--- config.mk ---
export PLATFORM = sky130hd
export DESIGN_NAME = mul_stream_ctrl
export DESIGN_NICKNAME = d
export VERILOG_FILES = /design/src/rtl/mul_stream_pkg.sv /design/src/rtl/mul_word_pack.sv /design/src/rtl/mul_stream_ctrl.sv
export SDC_FILE = /design/constraint.sdc
export NUM_CORES = 1
export LEC_CHECK = 0
export CAP_MARGIN = 20
export CORE_AREA = 10 10 446 448
export CTS_CLUSTER_SIZE = 10
export DETAILED_ROUTE_END_ITERATION = 8
export DIE_AREA = 0 0 456 458
export SLEW_MARGIN = 0
export SYNTH_ARGS = -nofsm -noshare
export SYNTH_HDL_FRONTEND = slang
export SYNTH_SLANG_ARGS = --single-unit
--- constraint.sdc ---
create_clock -name clk -period 5.3 [get_ports clk]
set_input_delay 1.06 -clock clk [delete_from_list [all_inputs] [get_ports clk]]
set_output_delay 1.06 -clock clk [all_outputs]
set_load 0.05 [all_outputs]
--- src/rtl/mul_stream_pkg.sv ---
// Shared constants and FSM state type for the streaming multiplier controller.
package mul_stream_pkg;

    localparam int unsigned WORD_W      = 64;
    localparam int unsigned N_IN_WORDS  = 4;
    localparam int unsigned N_OUT_WORDS = 8;

    typedef enum logic [2:0] {
        LOAD_A,
        LOAD_B,
        WAIT_HI,
        WAIT_LO,
        DRAIN
    } state_t;

endpackage

--- src/rtl/mul_word_pack.sv ---
// Operand packer: writes one streaming word into an indexed slice of a wide register.
module mul_word_pack #(
    parameter  int unsigned WORD_W  = 64,
    parameter  int unsigned N_WORDS = 4,
    localparam int unsigned IDX_W   = $clog2(N_WORDS)
) (
    input  logic                        clk,
    input  logic                        rst_n,
    input  logic                        wr_en,
    input  logic [IDX_W-1:0]            idx,
    input  logic [WORD_W-1:0]           wdata,
    output logic [N_WORDS*WORD_W-1:0]   q
);

    // Slice write; the register only changes when the controller enables it.
    always_ff @(posedge clk or negedge rst_n) begin
        if (!rst_n) begin
            q <= '0;
        end else if (wr_en) begin
            q[WORD_W*idx +: WORD_W] <= wdata;
        end
    end

endmodule

--- src/rtl/mul_stream_ctrl.sv ---
// Streams two 256-bit operands in, runs an external multiplier via a
// start/busy handshake, and streams the 512-bit product out word by word.
module mul_stream_ctrl
    import mul_stream_pkg::*;
#(
    parameter int unsigned WORD_W      = mul_stream_pkg::WORD_W,
    parameter int unsigned TIMEOUT_CYC = 64
) (
    input  logic                            clk,
    input  logic                            rst_n,
    input  logic                            in_valid,
    output logic                            in_ready,
    input  logic [WORD_W-1:0]               in_data,
    output logic                            out_valid,
    input  logic                            out_ready,
    output logic [WORD_W-1:0]               out_data,
    output logic                            out_last,
    output logic                            mul_start,
    input  logic                            mul_busy,
    output logic [N_IN_WORDS*WORD_W-1:0]    mul_a,
    output logic [N_IN_WORDS*WORD_W-1:0]    mul_b,
    input  logic [N_OUT_WORDS*WORD_W-1:0]   mul_c,
    output logic                            err
);

    localparam int unsigned IDX_W = $clog2(N_IN_WORDS);
    localparam int unsigned TW    = $clog2(TIMEOUT_CYC + 1);
    localparam logic [TW-1:0] TO_LAST  = TW'(TIMEOUT_CYC - 1);
    localparam logic [2:0]    IN_LAST  = 3'(N_IN_WORDS - 1);
    localparam logic [2:0]    OUT_LAST = 3'(N_OUT_WORDS - 1);

    state_t                           state_q, state_d;
    logic [2:0]                       wcnt_q, wcnt_d;
    logic                             start_q, start_d;
    logic                             err_q, err_d;
    logic [TW-1:0]                    tcnt_q, tcnt_d;
    logic                             rdy_q;
    logic [N_OUT_WORDS*WORD_W-1:0]    result_q;
    logic                             cap;
    logic                             wr_a, wr_b;

    assign mul_start = start_q;
    assign err       = err_q;

    mul_word_pack #(
        .WORD_W  (WORD_W),
        .N_WORDS (N_IN_WORDS)
    ) u_pack_a (
        .clk   (clk),
        .rst_n (rst_n),
        .wr_en (wr_a),
        .idx   (wcnt_q[IDX_W-1:0]),
        .wdata (in_data),
        .q     (mul_a)
    );

    mul_word_pack #(
        .WORD_W  (WORD_W),
        .N_WORDS (N_IN_WORDS)
    ) u_pack_b (
        .clk   (clk),
        .rst_n (rst_n),
        .wr_en (wr_b),
        .idx   (wcnt_q[IDX_W-1:0]),
        .wdata (in_data),
        .q     (mul_b)
    );

    // State, counters, multiplier control and product capture registers.
    always_ff @(posedge clk or negedge rst_n) begin
        if (!rst_n) begin
            state_q  <= LOAD_A;
            wcnt_q   <= '0;
            start_q  <= 1'b0;
            err_q    <= 1'b0;
            tcnt_q   <= '0;
            rdy_q    <= 1'b0;
            result_q <= '0;
        end else begin
            state_q <= state_d;
            wcnt_q  <= wcnt_d;
            start_q <= start_d;
            err_q   <= err_d;
            tcnt_q  <= tcnt_d;
            rdy_q   <= 1'b1;
            if (cap) begin
                result_q <= mul_c;
            end
        end
    end

    // Next-state, handshake outputs and timeout abort.
    always_comb begin
        state_d   = state_q;
        wcnt_d    = wcnt_q;
        start_d   = start_q;
        err_d     = 1'b0;
        tcnt_d    = tcnt_q;
        cap       = 1'b0;
        wr_a      = 1'b0;
        wr_b      = 1'b0;
        // rdy_q keeps in_ready low between reset release and the first edge
        in_ready  = rdy_q && ((state_q == LOAD_A) || (state_q == LOAD_B));
        out_valid = (state_q == DRAIN);
        out_last  = out_valid && (wcnt_q == OUT_LAST);
        out_data  = result_q[WORD_W*wcnt_q +: WORD_W];

        case (state_q)
            LOAD_A: begin
                if (in_valid && in_ready) begin
                    wr_a = 1'b1;
                    if (wcnt_q == IN_LAST) begin
                        wcnt_d  = '0;
                        state_d = LOAD_B;
                    end else begin
                        wcnt_d = wcnt_q + 3'd1;
                    end
                end
            end
            LOAD_B: begin
                if (in_valid && in_ready) begin
                    wr_b = 1'b1;
                    if (wcnt_q == IN_LAST) begin
                        wcnt_d  = '0;
                        start_d = 1'b1;
                        tcnt_d  = '0;
                        state_d = WAIT_HI;
                    end else begin
                        wcnt_d = wcnt_q + 3'd1;
                    end
                end
            end
            WAIT_HI: begin
                tcnt_d = tcnt_q + TW'(1);
                if (tcnt_q == TO_LAST) begin
                    start_d = 1'b0;
                    err_d   = 1'b1;
                    tcnt_d  = '0;
                    state_d = LOAD_A;
                end else if (mul_busy) begin
                    state_d = WAIT_LO;
                end
            end
            WAIT_LO: begin
                tcnt_d = tcnt_q + TW'(1);
                if (!mul_busy) begin
                    cap     = 1'b1;
                    start_d = 1'b0;
                    tcnt_d  = '0;
                    state_d = DRAIN;
                end else if (tcnt_q == TO_LAST) begin
                    start_d = 1'b0;
                    err_d   = 1'b1;
                    tcnt_d  = '0;
                    state_d = LOAD_A;
                end
            end
            DRAIN: begin
                if (out_ready) begin
                    if (wcnt_q == OUT_LAST) begin
                        wcnt_d  = '0;
                        state_d = LOAD_A;
                    end else begin
                        wcnt_d = wcnt_q + 3'd1;
                    end
                end
            end
            default: begin
                state_d = LOAD_A;
                wcnt_d  = '0;
                start_d = 1'b0;
            end
        endcase
    end

endmodule

==> summary.md <==
| Metric | Value |
|---|---|
| Status | `finished, final reports clean` |
| Post-synth top flop | `dfrtp_1` |
| Drt first pass iters | `5` |
| Clock skew | `36.41 ps` |
| Initial DRC count | `1,892` |
| Placeable Area | `189,600 µm²` |
| Max Slew Vio Count | `0` |
| Total CTS buffers | `130` |
| Power Dens Cells | `624.7 nW/µm²` |
| Share of the clock period used by the worst path | `0.9135` |
| Worst-path fanout max | `44` |
| CP Capture Type | `output pin` |
| Number of buffers on the longest clock path | `3` |
| Number of fill cells | `18,530` |
| Rel. slew slack | `0.3903` |
| Antenna violations before repair | `52` |
| RSZ-0062 raised after global routing | `false` |
| Max-Cap Viols | `0` |
| Mapped Area | `47,360 µm²` |
| EDFF count, synth | `0` |
| Gate Count Post-Synth | `3,131` |
| Gr ovfl total | `0` |
| Final core utilization | `0.3428` |
| Measured slew at the worst slew-check pin | `911.7 ps` |
| Clk slew on worst S/H paths | `60 ps` |
| Post-synthesis sequential area ratio | `0.5495` |
| Asr flop ratio synth | `1.000` |
| I/O pin count | `1,162` |
| Global-route wire length before repair | `263,900 µm` |
| Share of layout cells above drive strength 1 | `0.2931` |
| Setup tns final | `0 ps` |
| GPL Wtd Cong | `0.8365` |
| Worst skew pair latency | `780 ps` |
| Yosys reg bits | `1,040` |
| # hold bufs at CTS | `0` |
| CP startpoint kind | `flop` |
| Req. time, crit path | `4240 ps` |
| FMAX | `206.5 MHz` |
| Post-CTS Resized | `0` |
| Nets | `4,887` |
| Starting Density | `0.2498` |
| Register Area | `26,040 µm²` |
| Area of the multi-input gates | `19,320 µm²` |
| Final hold slack | `272.5 ps` |
| Via count | `30,390` |
| Final Hold Viols | `0` |
| Total power | `40,600 µW` |
| Number of remaining DRC errors | `0` |
| Critical Path AT | `3780 ps` |
| Die ar. | `208,800 µm²` |
| Final setup fails | `0` |
| Final min period | `4842 ps` |
| Share of the synthesized area in the top cell type | `0.5495` |
| Hpwl dp | `144,500 µm` |
| Area contributors post-synth | `dfrtp_1, mux2_4, mux4_2` |
| CTS Root Cell | `clkbuf_16` |
| CTS sink cnt | `1,040` |
| Syn Area/Cell | `15.13 µm²` |
| Leakage power | `0.02869 µW` |
| Row cnt | `160` |
| Total track usage | `0.1743` |
| Post-CTS Setup Inserts | `0` |
| Peak VDD IR | `0.3184 mV` |
| Die height | `458 µm` |
| CTS tree | `done` |
| Drt wl/cell | `27.32 µm` |
| IO Port Bufs | `1,161` |
| Area leader, netlist | `dfrtp_1` |
| Area delta synth->final | `37.24%` |
| Yosys cell types | `49` |
| Kind of critical path | `flop to output pin` |
| Syn. warnings | `0` |
| Syn_nets | `3,721` |
| Largest net degree at the start of global routing | `114` |
| Routed WL | `188,000 µm` |
| Hold Path Class | `input pin to asynchronous set/reset pin` |
| Antenna Nets Post-Route | `0` |
| Vias per cell | `4.416` |
| H-tree depth | `4` |
| Design Area, Final | `65,000 µm²` |
| Vias in the first global route | `33,310` |
| Die width | `456 µm` |
| Cell Area, Placed | `61,130 µm²` |
[per-stage QoR]
step,setup WS (ps),instances
global route,190.9,6875
detailed placement,1193,6676
global placement,1188,6676
finish,458.4,6883
floorplan,2380,3131
CTS,283.0,6861
[power breakdown]
part,internal (µW),switching [µW]
logic,7710,12100
clock network,4650,3560
registers,10500,2010
[cell usage in the layout, fill, tap and decap left out, types with 10 or more instances in the layout]
| cell | n |
|---|---|
| nand2_1 | 391 |
| mux2_1 | 15 |
| mux2_4 | 649 |
| dfrtp_1 | 1037 |
| nor2_1 | 199 |
| o21ai_0 | 131 |
| clkdlybuf4s50_1 | 1159 |
| clkbuf_8 | 10 |
| buf_12 | 31 |
| buf_4 | 50 |
| mux4_2 | 128 |
| clkbuf_16 | 131 |
| nand2b_1 | 66 |
| clkbuf_1 | 21 |
| mux2_2 | 233 |
| diode_2 | 22 |
[path summary, 6_finish.rpt]
path	from	to	slack [ps]	cells past startpoint
max	wcnt_q[0]	out_data[14]	460	5
min	rst_n	u_pack_a.q[172]	270	1
max reg2reg	wcnt_q[0]	u_pack_a.q[34]	1460	7
min reg2reg	u_pack_b.q[22]	u_pack_b.q[22]	480	2
max in group asynchronous	rst_n	u_pack_a.q[30]	3630	3
min in group clk	u_pack_b.q[22]	u_pack_b.q[22]	480	2
[area by class of cell]
cell class | count | area share
Antenna cell | 22 | 0.0008470
Clock buffer | 162 | 0.05377
Clock inverter | 23 | 0.004813
Inverter | 6 | 0.0003658
Multi-Input combinational cell | 1878 | 0.2973
Sequential cell | 1040 | 0.4006
Tap cell | 2511 | 0.04834
Timing Repair Buffer | 1241 | 0.1940
[critical path, stage by stage (launching register included)]
cell	delay [ps]
dfrtp_4	950
buf_12	400
mux4_2	560
nand2_1	80
nand2_1	130
clkdlybuf4s50_1	760
[cell families (layout without fill, tap and decap cells)]
kind of cell	after synthesis	in the layout	share of synthesized area
xor+xnor	2	2	0.0003699
mux	1026	1026	0.3258
other cells	1	23	0.00007918
fa+ha+maj	9	9	0.002378
flops	1040	1040	0.5495
compound gates	150	150	0.01667
buf+inv	213	1432	0.04372
simple gates	690	690	0.06150
[synth_stat cells (3+ instances only)]
cell type	count
dfrtp_1	1040
mux2_4	649
nand2_1	391
mux2_2	233
nor2_1	199
o21ai_0	131
mux4_2	128
nand2b_1	67
buf_12	62
buf_2	54
clkbuf_1	48
buf_1	19
mux2_1	15
buf_8	11
ha_1	9
nand3_1	8
buf_4	7
buf_6	6
inv_1	6
a21oi_1	5
a22o_1	3
and3_4	3
and3b_1	3
nand3_4	3
nor3b_1	3
[layer usage]
layer / part of all wire / GRT usage
met3: 0.067 / 0.05165
met4: 0.036 / 0.06735
met2: 0.53 / 0.3205
met1: 0.36 / 0.1867
met5: 0.0012 / 0
[flip-flops by register name (all words and copies together), names as in the netlist]
signal,cells
result_q,512
u_pack_a.q,256
u_pack_b.q,256
tcnt_q,7
state_q,3
wcnt_q,3
err,1
mul_start,1
rdy_q,1
Note: power is estimated with default switching activity, not from simulation.
